## src/rtl/cpu_step_ctrl_pkg.sv

```systemverilog
// cpu_step_ctrl_pkg: state codes and default halt opcode shared by the step sequencer.
// The breakpoint state is only reachable when CPU_STEP_BRK_EN is defined.
package cpu_step_ctrl_pkg;
    localparam logic [2:0] ST_IDLE = 3'd0;
    localparam logic [2:0] ST_RUN  = 3'd1;
    localparam logic [2:0] ST_BRK  = 3'd2;
    localparam logic [2:0] ST_HALT = 3'd3;
    localparam logic [5:0] HALT_OP_DEF = 6'b111111;
endpackage

```

## src/rtl/cpu_step_ctrl_step_rate_div.sv

```systemverilog
// step_rate_div: DIV-cycle rate counter with synchronous clear; tick marks the terminal count.
module step_rate_div #(
    parameter int DIV = 4
) (
    input  logic clk,
    input  logic nRST,
    input  logic clr,
    input  logic en,
    output logic tick
);
    localparam int W = $clog2(DIV);
    logic [W-1:0] cnt;
    assign tick = en && (cnt == W'(DIV - 1));
    always_ff @(posedge clk or negedge nRST) begin
        if (!nRST)
            cnt <= '0;
        else if (clr)
            cnt <= '0;
        else if (en)
            cnt <= tick ? '0 : cnt + W'(1);
    end
endmodule

```

## src/rtl/cpu_step_ctrl.sv

```systemverilog
// cpu_step_ctrl: issues one-cycle cpu_step pulses from key presses or a divided run rate, halts on HALT_OP.
// Optional PC breakpoint in run mode is enabled by defining CPU_STEP_BRK_EN.
module cpu_step_ctrl
    import cpu_step_ctrl_pkg::*;
#(
    parameter int         RUN_DIV = 25000000,
    parameter logic [5:0] HALT_OP = HALT_OP_DEF,
    parameter int         CNT_W   = 16
) (
    input  logic             clk,
    input  logic             nRST,
    input  logic             key_in,
    input  logic             run_sw,
    input  logic [31:0]      pc,
    input  logic [5:0]       op,
    input  logic [31:0]      bp_addr,
    input  logic             bp_valid,
    output logic             cpu_step,
    output logic [2:0]       state,
    output logic             halted,
    output logic [CNT_W-1:0] step_count
);
    logic key_d, press, tick, cand, halt_hit, bp_hit, step_n;
    logic [2:0] state_n;

    step_rate_div #(.DIV(RUN_DIV)) u_div (
        .clk  (clk),
        .nRST (nRST),
        .clr  (state != ST_RUN),
        .en   (state == ST_RUN),
        .tick (tick)
    );

    assign press = key_in && !key_d;
`ifdef CPU_STEP_BRK_EN
    assign bp_hit = bp_valid && (pc == bp_addr);
`else
    logic unused_brk;
    assign unused_brk = ^{bp_addr, bp_valid, pc};
    assign bp_hit = 1'b0;
`endif
    // A step candidate is checked against HALT_OP before anything else may act on it.
    assign cand = ((state == ST_IDLE || state == ST_BRK) && press) || tick;
    assign halt_hit = cand && (op == HALT_OP);

    always_comb begin
        state_n = state;
        step_n = 1'b0;
        if (halt_hit)
            state_n = ST_HALT;
        else if (tick && bp_hit)
            state_n = ST_BRK;
        else if (state == ST_IDLE && run_sw)
            state_n = ST_RUN;
        else if (state == ST_RUN && !run_sw)
            state_n = ST_IDLE;
        else if (state == ST_BRK && press) begin
            step_n = 1'b1;
            state_n = run_sw ? ST_RUN : ST_IDLE;
        end
        else if (state == ST_BRK && !run_sw)
            state_n = ST_IDLE;
        else
            step_n = cand;
    end

    // key_d resets high so a key held through reset must be released before it counts.
    always_ff @(posedge clk or negedge nRST) begin
        if (!nRST) begin
            key_d <= 1'b1;
            state <= ST_IDLE;
            cpu_step <= 1'b0;
            halted <= 1'b0;
            step_count <= '0;
        end else begin
            key_d <= key_in;
            state <= state_n;
            cpu_step <= step_n;
            halted <= (state_n == ST_HALT);
            if (step_n)
                step_count <= step_count + CNT_W'(1);
        end
    end
endmodule

```

## config.mk

```make
export PLATFORM = sky130hd
export DESIGN_NAME = cpu_step_ctrl
export DESIGN_NICKNAME = d
export VERILOG_FILES = /design/src/rtl/cpu_step_ctrl_pkg.sv /design/src/rtl/cpu_step_ctrl_step_rate_div.sv /design/src/rtl/cpu_step_ctrl.sv
export SDC_FILE = /design/constraint.sdc
export NUM_CORES = 1
export LEC_CHECK = 0
export BUFFER_PORTS_ARGS = -buffer_cell sky130_fd_sc_hd__clkbuf_2
export CAP_MARGIN = 40
export CORE_MARGIN = 2
export CORE_UTILIZATION = 52
export DETAILED_ROUTE_END_ITERATION = 8
export GPL_ROUTABILITY_DRIVEN = 0
export PLACE_DENSITY = 0.83
export RECOVER_POWER = 50
export SLEW_MARGIN = 20
export SYNTH_ARGS = -nofsm -noshare
export SYNTH_HDL_FRONTEND = slang
export SYNTH_SLANG_ARGS = --single-unit
```

## constraint.sdc

```tcl
create_clock -name clk -period 6.3 [get_ports clk]
set_clock_uncertainty 0.15 [all_clocks]
set_input_delay 0 -clock clk [delete_from_list [all_inputs] [get_ports clk]]
set_output_delay 0 -clock clk [all_outputs]
set_load 0.005 [all_outputs]
```

# Yosys cells after proc, flatten, opt, wreduce, memory -nomap -nowiden
# Index checks and enable logic that the tools add are counted.
# classes
add_sub_neg	2
n_mux	14
eq_ne	6
reduce_logical	14
# ops
cell	count
two-way mux 25 bit	3
adder 25 x 1 -> 25 bit (second input constant)	1
equality test 25 bit (second input constant)	1
adder 16 x 1 -> 16 bit (second input constant)	1
two-way mux 3 bit	5
logical AND 1 bit	8
equality test 3 x 2 -> 1 bit (second input constant)	2
equality test 6 bit (second input constant)	1
two-way mux 1 bit	6
equality test 3 x 1 -> 1 bit (second input constant)	1
zero test 3 bit	1
!= test 3 x 1 -> 1 bit (second input constant)	1
zero test 1 bit	2
logical OR 1 bit	2
nonzero test 2 bit	1
# totals
ff_bits	47

# Depth between registers and ports, before layout
# Gate-level depths: netlist (run 1).
# depth
ltp_word	9
mapped_depth	7

# Cells and area by module
# Synthesis (run 1) repeated with hierarchy kept, for this count alone.
# hier_totals
hier_cells	241
area_unflattened_um2	2481.1
# by_module_without_submodules
module	cells_per_inst	n_inst	area_each_um2	seq_area_each_um2
step_rate_div	148	1	1427.6	625.6
cpu_step_ctrl	93	1	1053.5	551.8

# Worst setup path after synthesis (run 1)
# OpenSTA, ideal clock, no wires.
# synth_path
kind	reg-to-reg
from	register u_div.cnt[9]
to	register step_count[11]
t_arrival_ps	1942
setup_time_ps	79
path_slack_ps	4129
path_stages_with_launch	7
t_required_ps	6071
cell_sequence	dfrtp_1 -> or4b_1 -> nor4_4 -> a21oi_2 -> buf_6 -> nor4_1 -> xor2_1
# synth_between
elab_chain_cells	8
word_cells_on_any_way	9
# synth_lines
element	line	rtl
start, declared	cpu_step_ctrl_step_rate_div.sv:12	logic [W-1:0] cnt;
start signal, assigned	cpu_step_ctrl_step_rate_div.sv:20	cnt <= tick ? '0 : cnt + W'(1);
equality test 25 bit *	cpu_step_ctrl_step_rate_div.sv:13	assign tick = en && (cnt == W'(DIV - 1));
logical AND 1 bit *	cpu_step_ctrl_step_rate_div.sv:13	
logical OR 1 bit *	cpu_step_ctrl.sv:43	assign cand = ((state == ST_IDLE || state == ST_BRK) && press) || tick;
two-way mux 1 bit	cpu_step_ctrl.sv:61	else if (state == ST_BRK && !run_sw)
two-way mux 1 bit	cpu_step_ctrl.sv:57	else if (state == ST_BRK && press) begin
two-way mux 1 bit	cpu_step_ctrl.sv:55	else if (state == ST_RUN && !run_sw)
two-way mux 1 bit	cpu_step_ctrl.sv:53	else if (state == ST_IDLE && run_sw)
two-way mux 1 bit *	cpu_step_ctrl.sv:49	if (halt_hit)
end signal, assigned	cpu_step_ctrl.sv:81	step_count <= step_count + CNT_W'(1);
end, declared	cpu_step_ctrl.sv:21	output logic [CNT_W-1:0] step_count
# Mark *: on every way between the ends. The rest lies on a longest branch, timed or not.
# A chain may end at the register's enable or synchronous reset.

# Worst setup path after layout (run 1)
# layout_path
from	input op[5]
to	register state[0]
# layout_between
elab_chain_cells	3
# layout_lines
element	line	rtl
start, declared	cpu_step_ctrl.sv:15	input logic [5:0] op,
equality test 6 bit	cpu_step_ctrl.sv:44	assign halt_hit = cand && (op == HALT_OP);
logical AND 1 bit	cpu_step_ctrl.sv:44	
two-way mux 3 bit	cpu_step_ctrl.sv:49	
net state_n[0]	cpu_step_ctrl.sv:24	logic [2:0] state_n;
end signal, assigned	cpu_step_ctrl.sv:77	state <= state_n;
end, declared	cpu_step_ctrl.sv:19	output logic [2:0] state,
# The timed path passes the listed nets, and every way through them passes these cells.

==> results of run 1 <==
cells in the mapped netlist (2+ instances only):
cell      instances
dfrtp_1          46
nor2_1           32
xnor2_1          18
xor2_1           18
nand3_1          17
nand2_1          15
nor3_1           14
nand4_1           9
inv_1             5
nor4_1            5
nor4b_1           5
a21oi_1           4
and3_1            4
clkbuf_1          4
nand2b_1          3
nor2b_1           3
nor4_2            3
o21ai_0           3
ha_1              2
nor4_4            2
or3_1             2
or4_1             2
metrics by stage:
stage / instance area (µm²) / power (W) / util (%) / hold WS (ps)
floorplan: 2350 / 0.000380 / - / -446
global placement: 2540 / 0.000413 / 58.4 / -43.5
detailed placement: 2540 / 0.000417 / 58.4 / -43.4
CTS: 2710 / 0.000603 / 62.2 / 140
global route: 2700 / 0.000628 / 62.0 / 208
finish: 2700 / 0.000599 / 62.0 / 177
metal layers:
metal	routed length, µm	global-route usage (%)	vias to the layer above
li1	-	-	892
met1	2110	28.0	917
met2	2360	31.6	42
met3	145	2.28	4
met4	61	9.01	0
met5	0	0	-
state kept, by name, indices dropped and copies added, names as in the netlist:
name        flops
cpu_step        1
halted          1
key_d           1
state           3
step_count     16
u_div.cnt      25
cell type report:
type	count	area, µm²
inverters	5	18.8
well taps	52	65.1
clock inverters	1	5.00
fillers	356	1660
repair buffers	38	220
clock buffers	7	86.3
flip-flops and latches	47	1180
multi-input cells	175	1130
how the worst max path moves through the flow:
| stage | startpoint | to | slack, ps | depth (start not counted) |
|---|---|---|---|---|
| finish | op[5] | state[0] | 3650 | 9 |
| global route | nRST | step_count[5] | 3090 | 3 |
| CTS | u_div.cnt[0] | state[0] | 3680 | 7 |
| detailed placement | u_div.cnt[9] | step_count[1] | 3890 | 5 |
| global placement | u_div.cnt[9] | step_count[1] | 3910 | 5 |
| floorplan | u_div.cnt[9] | step_count[11] | 4130 | 6 |
worst register-to-register path, delay by kind of cell, from the launching register on:
kind | cells | cell delay (ps)
AO/OA/AOI/OAI | 1 | 590
adder cells (fa/ha/maj) | 1 | 270
AND/OR/NAND/NOR | 4 | 520
buffers and inverters | 1 | 550
flip-flops | 1 | 430
cells by family after synthesis:
logic type	share of synthesized area (%)
xor gates and xnor gates	13.4
DFF	50.1
adders and majority gates	1.07
and+or+nand+nor	28.9
buffers and inverters	1.92
AOI/OAI and AO/OA	4.10
muxes	0.479
report_power, final:
group / switching [W] / internal [W]
sequential: 0.0000255 / 0.000317
clock: 0.0000969 / 0.0000886
combinational: 0.0000403 / 0.0000303
repair_timing:
item | 4_1_cts | 5_1_grt
hold buffers | 7 | 0
setup endpoints to repair | 0 | 0
resized for setup | 0 | 0
endpoints found under the hold margin | 50 | 0
==> out/metrics.yaml, run 1 <==
cts_tree: "yes"
crit_path_cell_trace: "dlygate4sd3_1, clkbuf_2, nand2_1, dlygate4sd3_1, nor2_1, dlygate4sd3_1, nand2b_1, nand2_1, dlygate4sd3_1"
std_cell_rows: 24
cts.path.max_buffers: 2
dr.pass1.iters: 4
port_buffers: 30
cts.sinks: 47
final_nets: 349
place_ws_ps: 3890
synth_edf_count: 0
crit_type: "in -> reg"
r2r_setup_slack_ps: 3690
slowest_stage: "dlygate4sd3_1"
dp_cells: 310
failed_checks: "capacitance limit, slew limit"
avgSynthCellArea_um2: 10.1
path_delay_family: "buffers and inverters"
synth_cells: 232
diodes: 0
ys_types: 38
synth_area_um2: 2350
min_delay_path_depth: 5
initial_core_util_pct: 53.9
cp_num_buf_inv: 5
cp.required_ps: 6390
ys_warn_count: 0
synthesis.nets: 309
maxSlewHeadroom_pct: -62.4
io_pins: 96
finalSetupViolCount: 0
synth_area_leaders: "dfrtp_1, xnor2_1, xor2_1"
grt_pass1_vias: 1785
synthArstFlopShare_pct: 100
wl_per_cell_um: 14.4
final_cell_mix: "dfrtp_1, nor2_1, clkbuf_2"
cp-end-kind: "register"
core_um2: 4350
clockRootBuffer: "clkbuf_8"
status: "finished with violations"
worstPathMaxFanout: 3
dp_hpwl_um: 3080
cts_setup_buffers: 0
setup_slack_ps: 3650
crit_top_cell: "dlygate4sd3_1"
rsz0062_at_grt: "no"
vias: 1855
drt_iter0_drc: 139
grt_pass1_wl_um: 8140
hold_viol_final: 0
power.leakage_nw: 1.19
cellPowerDensity_nw_per_um2: 222
overflow: 0
grt_max_degree: 48
r2r_cells: 7
drc_errors: 0
cp-start-kind: "input port"
cp_slowest_stage_delay_ps: 580
routed_wl_um: 4680
antenna_found_initial: 0
viasPerCell: 5.71
die_w_um: 71.2
cap_violations: 1
synth_top_area_share_pct: 49.0
ys_seq_elements: 47
peakVddDrop_v: 0.000152
worstReg2RegEnd: "state[0]"
insertion_delay_ps: 300
layout-drive-gt1-share_pct: 16.8
maxSlewViolCount: 48
area_growth_syn_to_layout_pct: 14.9
hold_end: "step_count[13]"
synth-seq-area-share_pct: 50.1
die_y_um: 71.2
layout_commonest_cell: "dfrtp_1"
hp-start: "op[0]"
r2r_start: "u_div.cnt[0]"
ant_nets: 0
htree_levels: 2
timing.final.crit_share_pct: 42.1
design.die.area_um2: 5070
grt_usage_pct: 20.0
cts_buffers: 5
setup_tns_ps: 0
path_clk_slew_ps: 80
worst_slew_pin_slew_ps: 2440
synth_ff_type: "dfrtp_1"
hp-class: "in -> reg"
arrival_ps: 2740
yosys.area.top_type: "dfrtp_1"
finalCriticalPeriod_ps: 2650
layoutNonFillerInstCount: 325
max_freq_mhz: 377
No activity file was read; power rests on OpenSTA's default activity.
==> run 2: changes to the inputs <==
CORE_UTILIZATION = 48   (was 52)
PLACE_DENSITY = 0.78   (was 0.83)
clock period = 2.7 ns   (was 6.3 ns; I/O delays follow)
==> run 2 against run 1 <==
Against the previous run:
- the flow still finishes with violations (capacitance limit, slew limit)
- first-iteration DRC count decreased by 20%
- die area increased by 7.8%
- sequential power increased by 130%
- cell count increased by 5.2%
- largest cell class unchanged
==> out/metrics.yaml, run 2 (synthesized netlist as in run 1, its figures left out) <==
status: "finished with violations"
failed_checks: "capacitance limit, slew limit"
routed_wl_um: 4500  # -3.8%
io_pins: 96  # unchanged
path_depth: 9  # unchanged
design.die.area_um2: 5470  # +7.8%
grt_max_degree: 32  # -33%
largest-register: "u_div.cnt"
antenna_found_initial: 0  # unchanged
p_int_w: 0.000985  # +130%
setup_slack_ps: 94.0  # -3550 ps
peakVddDrop_v: 0.000255  # +68%
placed_cell_area_um2: 2580  # +1.3%
timing.final.crit_share_pct: 96.5
grt_usage_pct: 17.8  # -2.3 points
setup_tns_ps: 0  # unchanged
ant_nets: 0  # unchanged
cts.path.max_buffers: 2  # unchanged
cp-start-kind: "input port"
grt_pass1_wl_um: 7650  # -6.0%
crit_type: "in -> reg"
cts_buffers: 5  # unchanged
crit_path_cell_trace: "dlygate4sd3_1, clkbuf_2, nand2_1, dlygate4sd3_1, nor2_1, dlygate4sd3_1, nand2b_1, nand2_1, dlygate4sd3_1"
cp_num_buf_inv: 5  # unchanged
layout_commonest_cell: "dfrtp_1"
r2r_cells: 6  # -1
area_growth_syn_to_layout_pct: 15.7
p_switching_w: 0.000378  # +130%
p_sw_share_pct: 27.7  # +0.55 points
cts_setup_buffers: 0  # unchanged
fillCellCount: 411  # +15%
die_w_um: 73.9  # +3.8%
slowest_stage: "dlygate4sd3_1"
overflow: 0  # unchanged
insertion_delay_ps: 300  # about the same
wl_per_cell_um: 13.2  # -8.5%
die_y_um: 73.9  # +3.8%
initial_core_util_pct: 49.7  # -4.2 points
viasPerCell: 5.32  # -6.8%
combPwrFrac_pct: 11.5  # -0.3 points
arrival_ps: 2690  # -50 ps
dp_hpwl_um: 3060  # -0.35%
hold_end: "step_count[13]"
grt_pass1_vias: 1697  # -4.9%
htree_levels: 2  # unchanged
vias: 1820  # -1.9%
cts_tree: "yes"
largest_reg_flops: 25  # unchanged
rsz0062_at_grt: "no"
worstPathMaxFanout: 3  # unchanged
cts.sinks: 47  # unchanged
cp-end-kind: "register"
worst_slew_pin_slew_ps: 1600  # -833 ps
cp.required_ps: 2790  # -3600 ps
cellPowerDensity_nw_per_um2: 502  # +130%
finalCriticalPeriod_ps: 2610
clock_power_share_pct: 30.0  # -1.0 points
layout-drive-gt1-share_pct: 13.1  # -3.8 points
min_delay_path_depth: 5  # unchanged
place_ws_ps: 280  # -3610 ps
power.leakage_nw: 1.15  # -3.1%
r2r_setup_slack_ps: 140  # -3550 ps
finalSetupViolCount: 0  # unchanged
drc_errors: 0  # unchanged
dr.pass1.iters: 4  # unchanged
r2r_start: "u_div.cnt[9]"
hp-start: "op[0]"
diodes: 0  # unchanged
seq_power_share_pct: 58.5  # +1.3 points
dp_cells: 327  # +5.5%
std_cell_rows: 25  # +4.2%
worstReg2RegEnd: "state[0]"
cp_slowest_stage_delay_ps: 580  # about the same
hp-class: "in -> reg"
layoutNonFillerInstCount: 342  # +5.2%
path_delay_family: "buffers and inverters"
reg.largest.list: "u_div.cnt (25), step_count (16), state (3)"
core_um2: 4720  # +8.5%
path_clk_slew_ps: 90  # about the same
clockRootBuffer: "clkbuf_8"
crit_top_cell: "dlygate4sd3_1"
final_cell_mix: "dfrtp_1, nor2_1, xnor2_1, xor2_1, nand3_1"
maxSlewViolCount: 32  # -33%
max_freq_mhz: 384
port_buffers: 30  # unchanged
cap_violations: 1  # unchanged
hold_viol_final: 0  # unchanged
final_nets: 351  # +0.57%
utilization_pct: 57.5  # -4.5 points
maxSlewHeadroom_pct: -6.91  # +56 points
stdcell_area_um2: 2720  # +0.65%
drt_iter0_drc: 111  # -20%
[run 2: repair_timing]
action | CTS | global route
hold buffers | 7 | 0
hold endpoints to repair | 33 | 0
gates resized for setup | 0 | 1
setup endpoints to repair | 0 | 1
[run 2: stage by stage]
stage / power, W / hold slack [ps]
after floorplan: 0.000888 / -446
after global placement: 0.000968 / -49.4
after detailed placement: 0.000971 / -49.2
after CTS: 0.00139 / 132
after global routing: 0.00145 / 179
final: 0.00136 / 167
[run 2: routing by layer]
| metal | wire (µm) | share of wire, % | global-route usage, % | vias up |
|---|---|---|---|---|
| met5 | 0 | 0 | 0 | - |
| met4 | 61 | 1.4 | 7.47 | 0 |
| met3 | 163 | 3.6 | 2.98 | 6 |
| met2 | 2220 | 49 | 29.1 | 42 |
| met1 | 2050 | 46 | 23.5 | 876 |
| li1 | - | - | - | 896 |
[run 2: worst max path at each step]
stage	end	start
after CTS	state[0]	u_div.cnt[0]
after floorplan	step_count[11]	u_div.cnt[9]
final	state[0]	op[5]
after global placement	step_count[1]	u_div.cnt[9]
after detailed placement	step_count[1]	u_div.cnt[9]
after global routing	state[0]	op[5]
[run 2: area by class of cell]
cell class / count / area [µm²] / area share [%]
clock inverter: 2 / 12.5 / 0.461
clock buffer: 6 / 72.6 / 2.67
tap: 67 / 83.8 / 3.09
sequential: 47 / 1180 / 43.3
inverter: 5 / 18.8 / 0.691
timing repair buffer: 40 / 218 / 8.01
multi-input combinational: 175 / 1130 / 41.7
[run 2: worst register-to-register path, cell delays in order, from the launching register on]
cell and delay (ps):
dfrtp_1 420, or4b_1 580, nor4_4 330, a21oi_4 190
nand2b_1 240, nand2_1 70, dlygate4sd3_1 540
[run 2: power by group through the flow]
stage	clock network [W]	registers (W)	logic, W
2_1_floorplan	0	0.000804	0.0000832
3_3_place_gp	0	0.000812	0.000156
3_5_place_dp	0	0.000812	0.000159
4_1_cts	0.000423	0.000798	0.000166
5_1_grt	0.000459	0.000807	0.000184
6_report	0.000409	0.000797	0.000157
==> run 3: changes to the inputs <==
ABC_AREA = 1   (was not set)
CORE_UTILIZATION = 45   (was 48)
PLACE_DENSITY = 0.74   (was 0.78)
clock period = 2.2 ns   (was 2.7 ns; I/O delays follow)
==> run 3 against run 2 <==
Against the previous run:
- the flow still finishes with violations (capacitance limit, slew limit)
- count of clock-buffer cells in the layout is the same
- sequential share of layout area shrank 6.1 points
- global-route usage grew 2.4 points
- register-to-register slack lost 20 ps
- die area grew 25%
- sequential power grew 38%
- highest routed layer unchanged
- cell area grew 16%
- total power grew 70%
- first-iteration DRC count shrank 5.4%
- synthesized area grew 18%
- sequential cell count is the same
==> out/metrics.yaml, run 3 <==
grt_pass1_vias: 2404  # +42%
placed_cell_area_um2: 3000  # +16%
overflow: 0  # unchanged
seq_power_share_pct: 47.7  # -11 points
max_freq_mhz: 481
final_cell_mix: "nand2_1, nor2_1, dfrtp_1"
grt_max_degree: 29  # -9.4%
dr.pass1.iters: 5  # +1
cp_num_buf_inv: 2  # -3
cp_slowest_stage_delay_ps: 550  # -30 ps
cts.sinks: 47  # unchanged
io_pins: 96  # unchanged
wl_per_cell_um: 12.6  # -4.2%
port_buffers: 30  # unchanged
synth_cells: 357  # +54%
synth-seq-area-share_pct: 42.4  # -7.8 points
std_cell_rows: 28  # +12%
layoutNonFillerInstCount: 476  # +39%
drt_iter0_drc: 105  # -5.4%
grt_use_met1_pct: 24.2  # +0.73 points
cp.required_ps: 2290  # -500 ps
grt_pass1_wl_um: 10600  # +38%
largest-register: "u_div.cnt"
die_y_um: 82.6  # +12%
path_clk_slew_ps: 90  # about the same
initial_core_util_pct: 46.7  # -3.1 points
yosys.area.top_type: "dfrtp_1"
seq_area_um2: 1180  # unchanged
grt_busiest_layer: "met2"
synth_edf_count: 0  # unchanged
antenna_found_initial: 0  # unchanged
combPwrFrac_pct: 28.7  # +17 points
ys_warn_count: 0  # unchanged
area_growth_syn_to_layout_pct: 13.6
worstPathMaxFanout: 4  # +1
synth_ff_type: "dfrtp_1"
status: "finished with violations"
synth_area_leaders: "dfrtp_1, nand2_1, nor2_1"
finalPower_w: 0.00232  # +70%
synthArstFlopShare_pct: 100  # unchanged
clock_power_share_pct: 23.6  # -6.4 points
dp_hpwl_um: 4590  # +50%
cts_tree: "yes"
design.die.area_um2: 6820  # +25%
hp-class: "in -> reg"
crit_path_cell_trace: "ha_2, nand3_2, inv_2, nand2_1, nor2_4, nand2_2, nand2_4, nand2_1, nand2_1, dlygate4sd3_1"
slowest_stage: "dlygate4sd3_1"
avgSynthCellArea_um2: 7.78  # -23%
ys_seq_elements: 47  # unchanged
vias: 2384  # +31%
crit_top_cell: "nand2_1"
largest_reg_flops: 25  # unchanged
arrival_ps: 2170  # -520 ps
peakVddDrop_v: 0.000513  # +100%
reg.largest.list: "u_div.cnt (25), step_count (16), state (3)"
layout-drive-gt1-share_pct: 19.2  # +6.1 points
met3_usage_pct: 4.67  # +1.7 points
drc_errors: 0  # unchanged
cap_violations: 1  # unchanged
p_switching_w: 0.000830  # +120%
cp-end-kind: "register"
cts_buffers: 5  # unchanged
ys_types: 31  # -18%
synth_most_common_cell: "nand2_1"
stdcell_area_um2: 3160  # +16%
viasPerCell: 5.01  # -5.9%
cts.path.max_buffers: 2  # unchanged
insertion_delay_ps: 300  # about the same
synthTopCellsByCount: "nand2_1, nor2_1, dfrtp_1"
cp-start-kind: "register"
power.leakage_nw: 1.48  # +28%
p_int_w: 0.00149  # +51%
crit_type: "reg -> reg"
maxSlewViolCount: 29  # -9.4%
clockRootBuffer: "clkbuf_8"
synthesis.nets: 434  # +40%
p_sw_share_pct: 35.9  # +8.1 points
diodes: 0  # unchanged
htree_levels: 2  # unchanged
final_nets: 477  # +36%
hold_viol_final: 0  # unchanged
gr-usage-met2_pct: 36.0  # +7.0 points
timing.final.crit_share_pct: 94.5
failed_checks: "capacitance limit, slew limit"
multi_input_area_um2: 1370  # +21%
ant_nets: 0  # unchanged
grt_usage_pct: 20.2  # +2.4 points
synth_area_um2: 2780  # +18%
cellPowerDensity_nw_per_um2: 733  # +46%
routed_wl_um: 6000  # +33%
worst_slew_pin_slew_ps: 1540  # -64.4 ps
synth_top_area_share_pct: 41.4  # -7.6 points
setup_tns_ps: 0  # unchanged
finalCriticalPeriod_ps: 2080
finalSetupViolCount: 0  # unchanged
die_w_um: 82.6  # +12%
layout_commonest_cell: "nand2_1"
fillCellCount: 591  # +44%
core_um2: 5960  # +26%
maxSlewHeadroom_pct: -2.62  # +4.3 points
dp_cells: 461  # +41%
r2r_setup_slack_ps: 120  # -20 ps
path_delay_family: "simple AND/OR/NAND/NOR gates"
[run 3: cell count changes after synthesis, moves of 6 or more]
cell / delta
nand3_1: +8
o21ai_2: +6
nand2_2: +16
inv_1: +39
nand2_1: +64
xnor2_1: -12
nor2_1: +20
[run 3: timing repair]
| item | 4_1_cts | 5_1_grt |
|---|---|---|
| setup buffers | 0 | 1 |
| endpoints found under the setup margin | 0 | 1 |
| gates resized for setup | 0 | 2 |
| hold buffers | 6 | 0 |
| endpoints found under the hold margin | 50 | 0 |
[run 3: through the flow]
stage          setup WS, ps  hold slack [ps]  util (%)
3_3_place_gp            424             -159      50.3
5_1_grt               -12.2              118      53.0
3_5_place_dp            389             -149      50.3
6_report                121             95.8      53.0
2_1_floorplan           536             -446         -
4_1_cts                94.2             62.9      53.0
[run 3: cell families after synthesis]
logic type | share of synthesized area [%]
XOR/XNOR | 6.62
flip-flops | 42.4
AO/OA/AOI/OAI | 6.17
buffers and inverters | 8.55
adder cells (fa/ha/maj) | 0.900
AND/OR/NAND/NOR | 35.4
[run 3: routing by layer]
layer | wire, µm | part of all wire (%) | up-vias
met5 | 0 | 0 | -
met4 | 59 | 0.98 | 0
met3 | 209 | 3.5 | 8
met2 | 3060 | 51 | 45
met1 | 2670 | 44 | 1125
li1 | - | - | 1206
[run 3: cell type report]
class,count,area share [%]
Clock inverter,2,0.515
Multi-Input combinational cell,259,43.4
Timing Repair Buffer,40,7.21
Inverter,47,5.98
Sequential cell,47,37.3
Clock buffer,6,2.61
Tap cell,75,2.97
[run 3: power groups by stage]
stage | combinational (W) | clock (W) | sequential, W
after floorplan | 0.000451 | 0 | 0.00110
after global placement | 0.000630 | 0 | 0.00111
after detailed placement | 0.000649 | 0 | 0.00112
after CTS | 0.000657 | 0.000569 | 0.00110
after global routing | 0.000760 | 0.000603 | 0.00113
final | 0.000664 | 0.000547 | 0.00110
[run 3: worst min-delay path, stage by stage]
cell and delay, ps:
clkbuf_2 70, nand3_1 100, nand2_1 90, nor2_2 60
nand2_8 110, xnor2_1 70
[run 3: final timing paths]
kind	start	end	depth (start not counted)
worst min-delay path	op[4]	step_count[0]	6
max in group asynchronous	nRST	step_count[1]	3
min in group asynchronous	nRST	u_div.cnt[19]	3
worst min register to register	state[2]	state[2]	0
worst max-delay path	u_div.cnt[0]	state[1]	10
worst max register to register	u_div.cnt[0]	state[1]	10
